--- src/rtl/pc_redirect.sv ---
// Fetch PC sequencer: redirects on registered branch decisions, flushes wrong-path slots, and traps on misaligned targets.
// Redirect takes effect one cycle after ex_* are presented; stall holds the PC except when a redirect is taken.
module pc_redirect #(
  parameter logic [31:0] RESET_PC    = 32'h0000_0000,
  parameter int          FLUSH_DEPTH = 2
) (
  input  logic        clk,
  input  logic        rst_n,
  input  logic        stall,
  input  logic [31:0] ex_instr,
  input  logic [31:0] ex_pc,
  input  logic [31:0] ex_rs1,
  input  logic        br,
  output logic [31:0] pc,
  output logic        pc_valid,
  output logic        flush,
  output logic        misalign
);

  typedef enum logic [1:0] {IDLE, RUN, FLUSH, TRAP} state_t;

  localparam logic [2:0] CNT_INIT = 3'(FLUSH_DEPTH - 1);
  localparam bit         MULTI    = (FLUSH_DEPTH > 1);

  localparam logic [6:0] OP_BRANCH = 7'b1100011;
  localparam logic [6:0] OP_JAL    = 7'b1101111;
  localparam logic [6:0] OP_JALR   = 7'b1100111;

  state_t      state_q;
  logic [31:0] pc_q;
  logic [31:0] tgt_q, tgt_d;
  logic [2:0]  cnt_q;
  logic        vld_q, flush_q, mis_q;
  logic [31:0] pc_inc;

  assign pc_inc = pc_q + 32'd4;

  always_comb begin
    tgt_d = ex_pc + 32'd4;
    case (ex_instr[6:0])
      OP_BRANCH: tgt_d = ex_pc + {{19{ex_instr[31]}}, ex_instr[31], ex_instr[7],
                                  ex_instr[30:25], ex_instr[11:8], 1'b0};
      OP_JAL:    tgt_d = ex_pc + {{11{ex_instr[31]}}, ex_instr[31], ex_instr[19:12],
                                  ex_instr[20], ex_instr[30:21], 1'b0};
      OP_JALR:   tgt_d = (ex_rs1 + {{20{ex_instr[31]}}, ex_instr[31:20]}) & ~32'h1;
      default:   tgt_d = ex_pc + 32'd4;
    endcase
  end

  // Target is captured every cycle, independent of stall, so it lines up with br one cycle later.
  always_ff @(posedge clk or negedge rst_n) begin
    if (!rst_n) tgt_q <= 32'h0;
    else        tgt_q <= tgt_d;
  end

  always_ff @(posedge clk or negedge rst_n) begin
    if (!rst_n) begin
      state_q <= IDLE;
      pc_q    <= RESET_PC;
      vld_q   <= 1'b0;
      flush_q <= 1'b0;
      mis_q   <= 1'b0;
      cnt_q   <= 3'd0;
    end else begin
      case (state_q)
        IDLE: begin
          state_q <= RUN;
          vld_q   <= 1'b1;
        end
        RUN: begin
          if (br) begin
            if (tgt_q[1:0] == 2'b00) begin
              pc_q    <= tgt_q;
              flush_q <= 1'b1;
              cnt_q   <= CNT_INIT;
              state_q <= MULTI ? FLUSH : RUN;
            end else begin
              state_q <= TRAP;
              mis_q   <= 1'b1;
              vld_q   <= 1'b0;
              flush_q <= 1'b0;
            end
          end else begin
            flush_q <= 1'b0;
            if (!stall) pc_q <= pc_inc;
          end
        end
        FLUSH: begin
          // br here belongs to a squashed wrong-path instruction.
          if (!stall) begin
            pc_q <= pc_inc;
            if (cnt_q == 3'd0) begin
              state_q <= RUN;
              flush_q <= 1'b0;
            end else begin
              cnt_q   <= cnt_q - 3'd1;
              flush_q <= 1'b1;
            end
          end
        end
        TRAP: begin
        end
        default: state_q <= IDLE;
      endcase
    end
  end

  assign pc       = pc_q;
  assign pc_valid = vld_q;
  assign flush    = flush_q;
  assign misalign = mis_q;

endmodule
--- config.mk ---
export PLATFORM = sky130hd
export DESIGN_NAME = pc_redirect
export DESIGN_NICKNAME = d
export VERILOG_FILES = /design/src/rtl/pc_redirect.sv
export SDC_FILE = /design/constraint.sdc
export NUM_CORES = 1
export LEC_CHECK = 0
export ABC_AREA = 1
export CAP_MARGIN = 20
export CORE_MARGIN = 2
export CORE_UTILIZATION = 43
export DETAILED_ROUTE_END_ITERATION = 16
export GPL_TIMING_DRIVEN = 1
export HOLD_SLACK_MARGIN = 0.06
export PLACE_DENSITY = 0.72
export SETUP_SLACK_MARGIN = 0.5
export SLEW_MARGIN = 40
export SYNTH_ARGS = -nofsm -noshare
export SYNTH_HDL_FRONTEND = slang
export SYNTH_SLANG_ARGS = --single-unit
--- constraint.sdc ---
create_clock -name clk -period 3.3 [get_ports clk]
set_input_delay 0.33 -clock clk [delete_from_list [all_inputs] [get_ports clk]]
set_output_delay 0.33 -clock clk [all_outputs]
set_load 0.05 [all_outputs]
==> flow_metrics.tcl, run 1 <==
set metrics [dict create \
    synth.avg_cell_area_sq_um 5.539 \
    m1WireLength_um 14540 \
    relSlewSlack_pct 51.31 \
    worstPathRequired_ns 3.51 \
    slew_viol_final 0 \
    drc 0 \
    gp_congestion 0.9541 \
    synth_fa_ha_area_share_pct 9.131 \
    crit_buf_inv 5 \
    highest_layer "met4" \
    cts_tree "done" \
    period_needed_ns 2.689 \
    fin_crit_sh_pct 81.47 \
    design_area_sq_um 12410 \
    rows 55 \
    overflow 0 \
    clk_latency_ns 0.34 \
    syn-num-nets 1957 \
    instances_no_fill 2218 \
    setup_ws_ns 0.6114 \
    worstSetupPathType "in2reg" \
    worstSetupEndpointType "register" \
    synthCells 1786 \
    p_leak_nw 6.558 \
    synth_edf_count 0 \
    ys_warn_count 0 \
    syn_to_final_growth_pct 25.47 \
    viasPerCell 5.243 \
    ys_seq_area_share_pct 18.21 \
    dpl_worst_slack_ns -0.01217 \
    synth_cell_type_count 48 \
    synth_top_family_by_area "simple AND/OR/NAND/NOR gates" \
    synth_top_cell_area_share_pct 25.42 \
    grt_pass1_wl_um 51970 \
    drive_gt1_share_pct 9.364 \
    skew_ns 0.008950 \
    postRouteAntennaNets 0 \
    status "completed" \
    antennaDiodeCount 0 \
    rsz0062_at_grt "false" \
    min_path_type "in2async" \
    clk_pin_slew_ns 0.06 \
    setup_viol 0 \
    multi_input_area_sq_um 7311 \
    syn_area_sq_um 9893 \
    dp_cells 2197 \
    synthSimpleGateAreaFrac_pct 48.39 \
    hold_viol_final 0 \
    worstPathCellList "clkdlybuf4s50_1 -> nor2_2 -> nand3_2 -> nor2_4 -> inv_2 -> buf_6 -> o21ai_2 -> inv_2 -> ha_4 -> nand2_4 -> nor2_4 -> inv_2 -> nor3_4 -> nand4_1 -> nand3_1 -> nand2_1 -> nand3_2 -> nand3_2" \
    n_fill_cell 2299 \
    grt_usage_pct 27.01 \
    clock-sinks 72 \
    critPathTopFamily "simple AND/OR/NAND/NOR gates" \
    wirelength_um 33550 \
    wl_met3_um 1808 \
    htree_levels 3 \
    cts-buffers-inserted 9 \
    die_area_sq_um 24240 \
    synth-xor-area-share_pct 2.567 \
    dp_hpwl_um 27380 \
    clock_path_buffers 2 \
    slowest_delay_ns 0.41 \
    synth_top_area_cell "nand2_1" \
    portBuffers 134 \
    avgRoutedWirePerCell_um 15.13 \
    core_sq_um 22640 \
    antenna_found_initial 0 \
    synth_mux_area_share_pct 0 \
    regArea_sq_um 1802 \
    first_iter_violations 764 \
    final_nets 2099 \
    synth_area_leaders "nand2_1 25%, dfrtp_1 18%, inv_1 11%, ha_1 8.7%, nand3_1 8.3%" \
    drv_cap 0 \
    first_pass_iters 6 \
    synth_flop_cell "dfrtp_1" \
    dr_wl_met2_um 15620 \
    vias 11628 \
    dpl_cell_area_sq_um 11580 \
    synth-compound-area-share_pct 8.866 \
    crit_path_top_delay_cell "clkdlybuf4s50_1" \
    clock-root-buffer "clkbuf_16" \
    ios 135 \
    die_x_um 155.7 \
    tightest_slew_ns 0.7276 \
    grt_pass1_vias 10452 \
    grt_max_degree 64 \
    synth_async_sr_flop_share_pct 100.0 \
    crit_arrival_ns 2.90 \
    ys_ff_latch 72 \
    p_per_area_nw_per_um2 482.7 \
    die_h_um 155.7 \
    vdd_drop_max_mv 0.4484 \
    start_util_pct 43.70 \
    crit_fanout 8 \
    cp-start-kind "primary input" \
    clock.fmax_mhz 371.9 \
]
-- final timing paths --
| check | from | endpoint | slack (ns) | cells after the start |
|---|---|---|---|---|
| setup / recovery | ex_instr[4] | tgt_q[20] | 0.61 | 18 |
| hold / removal | rst_n | cnt_q[2] | 0.39 | 2 |
| setup reg to reg | pc[2] | pc[26] | 1.23 | 8 |
| hold reg to reg | pc[0] | pc[0] | 0.50 | 2 |
| max in group asynchronous | rst_n | pc[28] | 2.06 | 3 |
| min in group clk | pc[0] | pc[0] | 0.50 | 2 |
-- synth_stat cells, drive strengths merged, types with 5 or more instances --
cell type / instances
a21oi: 68
buf: 17
clkbuf: 5
dfrtp: 72
ha: 69
inv: 307
nand2: 676
nand3: 166
nand3b: 13
nand4: 22
nor2: 197
nor3: 32
o211ai: 7
o21ai: 60
o21bai: 7
or2: 14
xnor2: 11
xor2: 18
-- stage by stage --
step / power, W / setup TNS, ns / hold WS, ns / utilization, %
after global routing: 0.006421 / 0 / 0.4167 / 54.83
after global placement: 0.004872 / 0 / 0.1983 / 51.14
after floorplan: 0.003834 / 0 / 0.03441 / -
after CTS: 0.005893 / 0 / 0.3988 / 52.70
after detailed placement: 0.004923 / -0.01217 / 0.2060 / 51.14
final: 0.005992 / 0 / 0.3881 / 54.83
-- registers in the layout, summed over array words and instances (netlist names) --
signal and cells:
cnt_q 3, flush 1, misalign 1, pc 32, pc_valid 1, state_q 2, tgt_q 32
-- final cells by class --
| type | count | share of cell area [%] |
|---|---|---|
| multi-input combinational | 1384 | 58.90 |
| sequential | 72 | 14.51 |
| timing repair buffer | 153 | 12.07 |
| inverter | 308 | 9.324 |
| tap | 285 | 2.873 |
| clock buffer | 10 | 1.925 |
| clock inverter | 6 | 0.4032 |
-- cell usage in the layout (no fill, tap or decap), types with 26 or more instances in the layout --
master             n
nand2_1          647
inv_1            291
nor2_1           171
nand3_1          149
clkdlybuf4s50_1  131
dfrtp_1           72
a21oi_1           60
ha_1              52
o21ai_0           38
nor3_1            26
-- report_power, final --
group,total (W),internal [W],switching (W)
registers,0.00148,0.00114,0.000336
clock network,0.000948,0.000539,0.000410
logic,0.00357,0.00119,0.00238
-- layer usage --
layer  vias up  track usage [%]
met4         0            11.62
met2       403            45.85
met3        88            2.000
li1       5892                -
met5         -                0
met1      5245            35.39
-- logic make-up (layout without fill, tap and decap cells) --
kind of cell               after synthesis  after routing
AOI/OAI and AO/OA                      157            157
xor gates and xnor gates                29             29
adders and majority gates               71             71
buffers and inverters                  330            477
DFF                                     72             72
and+or+nand+nor                       1127           1127
-- timing repair --
action | CTS | global route
gates resized for setup | 10 | 112
pin swaps | 1 | 19
endpoints found under the hold margin | 9 | 0
setup buffers | 2 | 2
endpoints found under the setup margin | 14 | 24
hold buffers | 1 | 0
No activity file was read; power rests on OpenSTA's default activity.
==> run 2: changes to the inputs <==
PLACE_DENSITY = 0.75   (was 0.72)
clock period = 2.2 ns   (was 3.3 ns; I/O delays follow)
==> run 2 against run 1 <==
The run now ends with negative setup slack left. Critical path depth decreased by 1. Clock skew decreased by 0.0019 ns. Flip-flop and latch count unchanged. Sequential power is 52% higher. Worst hold slack better by 0.032 ns. Clock-buffer cell count is 1 lower. Clock power rose by 60%. Combinational power up 74%. Design area is 18% higher. Global-route usage rose by 2.9 points.
==> flow_metrics.tcl, run 2 (synthesis results as in run 1) <==
set metrics [dict create \
    r2r_start "pc[3]" \
    fin_crit_sh_pct 103.8 \
    final_util_pct 64.70 \
    drive_gt1_share_pct 23.46 \
    overflow 0 \
    clock-root-buffer "clkbuf_16" \
    seqPwrFrac_pct 22.6 \
    period_needed_ns 2.284 \
    final_nets 2302 \
    vias 12729 \
    vdd_drop_max_mv 0.5947 \
    wirelength_um 37880 \
    worstHoldStart "ex_pc[0]" \
    start_util_pct 43.70 \
    crit_start "ex_instr[6]" \
    crit_path_top_delay_cell "ha_4" \
    layout_commonest_cell "nand2_1" \
    fin_hold_ws_ns 0.4200 \
    clock_path_buffers 2 \
    dp_cells 2367 \
    setup_viol 10 \
    grt_usage_pct 29.90 \
    setup_tns_ns -0.3071 \
    clk_latency_ns 0.34 \
    worstPathCellList "buf_8 -> nand2_8 -> nor2_4 -> nand3_2 -> nor2_4 -> clkinvlp_4 -> nand2_2 -> nand2_2 -> ha_4 -> nand2_4 -> buf_6 -> nor2_4 -> nand2_2 -> nand3_4 -> a21oi_2 -> o21ai_1 -> nand3_1" \
    p_sw_w 0.005167 \
    pwr-share-clk_pct 15.2 \
    syn_to_final_growth_pct 48.06 \
    core_sq_um 22640 \
    hold_viol_final 0 \
    antenna_found_initial 0 \
    drv_cap 0 \
    rsz0062_at_grt "true" \
    crit_arrival_ns 2.46 \
    violations "negative setup slack" \
    portBuffers 134 \
    avgRoutedWirePerCell_um 15.65 \
    postRouteAntennaNets 0 \
    skew_ns 0.007066 \
    gp_congestion 0.9746 \
    p_comb_share_pct 62.2 \
    grt_pass1_vias 11820 \
    dpl_worst_slack_ns -1.067 \
    clk_pin_slew_ns 0.06 \
    worstPathRequired_ns 2.38 \
    cts-buffers-inserted 9 \
    viasPerCell 5.258 \
    final_cell_mix "604 x nand2_1, 284 x inv_1, 196 x buf_4, 155 x nor2_1, 137 x nand3_1" \
    p_per_area_nw_per_um2 681.1 \
    drc 0 \
    crit_fanout 6 \
    rows 55 \
    die_h_um 155.7 \
    tightest_slew_ns 0.7621 \
    worstSetupEndpointType "register" \
    clock.fmax_mhz 437.8 \
    first_pass_iters 6 \
    clock-sinks 72 \
    intPower_w 0.004810 \
    grt_pass1_wl_um 57710 \
    first_iter_violations 894 \
    status "finished with violations" \
    ios 135 \
    die_area_sq_um 24240 \
    slew_viol_final 0 \
    dp_hpwl_um 30070 \
    p_leak_nw 7.771 \
    instances_no_fill 2421 \
    cts_tree "done" \
    die_x_um 155.7 \
    swShare_pct 51.79 \
    slowest_delay_ns 0.32 \
    cp-start-kind "primary input" \
    relSlewSlack_pct 49.14 \
    antennaDiodeCount 0 \
    setup_ws_ns -0.08440 \
    htree_levels 3 \
    worstSetupPathType "in2reg" \
    min_path_type "in2reg" \
    grt_max_degree 34 \
]
run 2: changes by cell type in the layout (fill, tap and decap cells not counted), sizes merged:
| cell | delta |
|---|---|
| buf | +207 |
| bufinv | +1 |
| clkbuf | -1 |
| clkdlybuf4s15 | +2 |
| clkdlybuf4s50 | -42 |
| clkinv | +1 |
| dlygate4sd2 | +37 |
| dlymetal6s2s | -2 |
run 2: power by group through the flow:
| stage | Clock (W) | Combinational (W) | Sequential [W] |
|---|---|---|---|
| floorplan | 0 | 0.00276 | 0.00317 |
| global placement | 0 | 0.00560 | 0.00225 |
| detailed placement | 0 | 0.00571 | 0.00227 |
| CTS | 0.00152 | 0.00574 | 0.00221 |
| global route | 0.00157 | 0.00671 | 0.00231 |
| finish | 0.00152 | 0.00620 | 0.00225 |
run 2: final timing paths:
path	to	slack (ns)	depth (start not counted)
worst max-delay path	tgt_q[12]	-0.08	17
worst min-delay path	tgt_q[0]	0.42	3
worst max register to register	pc[30]	0.52	10
worst min register to register	misalign	0.46	1
max in group asynchronous	pc[22]	1.12	3
min in group asynchronous	pc[5]	0.45	2
run 2: per-stage QoR:
stage | instance area [sq um] | power, W
floorplan | 10330 | 0.005925
global placement | 13300 | 0.007855
detailed placement | 13300 | 0.007977
CTS | 14200 | 0.009473
global route | 14650 | 0.01059
finish | 14650 | 0.009977
run 2: final cells by class:
class | instances | area (sq um)
fill | 2047 | 7993
multi-input combinational | 1384 | 7920
timing repair buffer | 355 | 3060
sequential | 72 | 1826
inverter | 308 | 1175
tap | 285 | 356.6
clock buffer | 9 | 225.2
clock inverter | 7 | 77.57
timing repair inverter | 1 | 7.507
run 2: per-layer routing:
metal | up-vias | GRT usage [%] | part of all wire, %
met3 | 138 | 2.139 | 6.3
met5 | - | 0 | 0
li1 | 6294 | - | -
met4 | 0 | 13.11 | 5.0
met2 | 570 | 52.13 | 48
met1 | 5727 | 38.01 | 41
run 2: repair_timing:
action,CTS,global route
hold endpoints to repair,26,0
hold buffers,1,0
pin swaps,64,48
resized for setup,191,92
cloned,1,0
setup buffers,19,17
setup endpoints to repair,76,56
run 2: critical path, delay by kind of cell:
family	cells	cell delay, ns
AOI/OAI and AO/OA	2	0.20
buffers and inverters	3	0.44
and+or+nand+nor	11	1.28
adders and majority gates	1	0.32
==> run 3: changes to the inputs <==
PLACE_DENSITY = 0.77   (was 0.75)
==> run 3 against run 2 <==
Largest cell class unchanged. Clock skew is 0.0028 ns higher. Critical endpoint is now tgt_q[29]. The run now ends clean. Via count is 0.39% lower. Non-clock buffer count is 7 higher. Largest power group unchanged. Clock-buffer cell count is 2 higher.
==> flow_metrics.tcl, run 3 (synthesis results as in run 1) <==
set metrics [dict create \
    met1_usage_pct 37.36 \
    gp_congestion 0.9975 \
    period_needed_ns 2.177 \
    clk_latency_ns 0.34 \
    seqPwrFrac_pct 22.0 \
    intPower_w 0.005114 \
    drc 0 \
    instances_no_fill 2429 \
    vdd_drop_max_mv 0.6233 \
    cts-buffers-inserted 9 \
    start_util_pct 43.70 \
    first_iter_violations 872 \
    cp-start-kind "primary input" \
    grt_usage_pct 30.43 \
    grt_use_met2_pct 54.17 \
    postRouteAntennaNets 0 \
    p_per_area_nw_per_um2 681.6 \
    tightest_slew_ns 0.8711 \
    min_path_type "in2async" \
    grt_pass1_wl_um 58800 \
    first_pass_iters 5 \
    slew_viol_final 0 \
    p_sw_w 0.005159 \
    crit_arrival_ns 2.37 \
    worstPathRequired_ns 2.40 \
    die_h_um 155.7 \
    worstPathCellList "buf_8 -> nand2_8 -> nor2_4 -> nand3_2 -> nor2_4 -> buf_6 -> clkinv_4 -> nand2_1 -> nand2_2 -> ha_4 -> inv_2 -> fa_2 -> inv_2 -> nand3_2 -> nand3_4 -> nand3_4 -> nand3_4 -> nand2_4 -> nand2_1 -> nand2_1 -> nand3_1 -> nand3_2" \
    crit_buf_inv 5 \
    p_comb_share_pct 61.3 \
    crit_fanout 7 \
    hold_viol_final 0 \
    worstSetupPathType "in2reg" \
    crit_path_top_delay_cell "fa_2" \
    clk_pin_slew_ns 0.06 \
    portBuffers 134 \
    antenna_found_initial 2 \
    final_nets 2309 \
    dp_cells 2378 \
    viasPerCell 5.220 \
    final_cell_mix "575 x nand2_1, 276 x inv_1, 204 x buf_4, 145 x nor2_1, 128 x nand3_1" \
    grt_max_degree 55 \
    slowest_delay_ns 0.35 \
    rows 55 \
    dpl_worst_slack_ns -0.9823 \
    status "completed" \
    drv_cap 0 \
    overflow 0 \
    n_fill_cell 1943 \
    core_sq_um 22640 \
    relSlewSlack_pct 41.86 \
    htree_levels 3 \
    die_area_sq_um 24240 \
    setup_ws_ns 0.02293 \
    swShare_pct 50.22 \
    critPathTopFamily "simple AND/OR/NAND/NOR gates" \
    cts_tree "done" \
    skew_ns 0.009846 \
    grt_pass1_vias 12090 \
    setup_viol 0 \
    clock_path_buffers 2 \
    pwr-share-clk_pct 16.7 \
    rsz0062_at_grt "true" \
    syn_to_final_growth_pct 52.35 \
    fin_crit_sh_pct 98.96 \
    clock.fmax_mhz 459.3 \
    top_usage_layer "met2" \
    layout_commonest_cell "nand2_1" \
    worstSetupEndpointType "register" \
    die_x_um 155.7 \
    avgRoutedWirePerCell_um 15.65 \
    drive_gt1_share_pct 27.39 \
    clock-root-buffer "clkbuf_16" \
    p_leak_nw 7.881 \
    use_met3_pct 3.333 \
    vias 12679 \
    clock-sinks 72 \
    ios 135 \
    wirelength_um 38020 \
    dp_hpwl_um 29760 \
]
==> run 3: cell type report <==
type,count,area (sq um),area share (%)
antenna,1,2.502,0.01660
multi-input combinational,1384,8238,54.66
timing repair buffer,362,3122,20.71
inverter,308,1172,7.778
sequential,72,1826,12.11
clock buffer,11,242.7,1.610
tap,285,356.6,2.366
timing repair inverter,1,8.758,0.05811
clock inverter,5,103.9,0.6890
==> run 3: stage by stage <==
| step | area, sq um | TNS, ns | hold slack [ns] | total power (W) | utilization (%) |
|---|---|---|---|---|---|
| finish | 15070 | 0 | 0.3704 | 0.01027 | 66.57 |
| global placement | 13380 | -19.96 | 0.1959 | 0.007865 | 59.10 |
| CTS | 14500 | 0 | 0.3765 | 0.009807 | 64.06 |
| detailed placement | 13380 | -21.71 | 0.2049 | 0.007971 | 59.11 |
| global route | 15070 | -0.4457 | 0.4272 | 0.01094 | 66.56 |
| floorplan | 10330 | -0.1514 | -0.07559 | 0.005925 | - |
==> run 3: routing by layer <==
metal / part of all wire (%) / vias up / wire, um
met5: 0 / - / 0
met4: 4.8 / 0 / 1818
met3: 6.4 / 121 / 2441
met2: 48 / 504 / 18340
met1: 41 / 5745 / 15420
li1: - / 6309 / -
==> run 3: path summary, 6_finish.rpt <==
check                            start        end  slack (ns)  cells past startpoint
max                        ex_instr[6]  tgt_q[29]        0.02                     22
min                              rst_n      pc[6]        0.37                      2
max reg2reg                      pc[2]     pc[23]        0.57                     10
min reg2reg                   misalign   misalign        0.47                      1
max in group asynchronous        rst_n     pc[22]        1.14                      3
min in group clk              ex_pc[0]   tgt_q[0]        0.41                      3
==> run 3: power groups by stage <==
| stage | Combinational, W | Sequential (W) | Clock [W] |
|---|---|---|---|
| global route | 0.00682 | 0.00232 | 0.00180 |
| floorplan | 0.00276 | 0.00317 | 0 |
| global placement | 0.00561 | 0.00226 | 0 |
| detailed placement | 0.00570 | 0.00227 | 0 |
| finish | 0.00629 | 0.00226 | 0.00172 |
| CTS | 0.00585 | 0.00222 | 0.00174 |
==> run 3: what timing repair did <==
item	4_1_cts	5_1_grt
gates resized for setup	249	124
buffers inserted	14	18
hold buffers	1	0
endpoints found under the setup margin	75	52
endpoints found under the hold margin	18	0
cloned	1	0
pin swaps	101	50
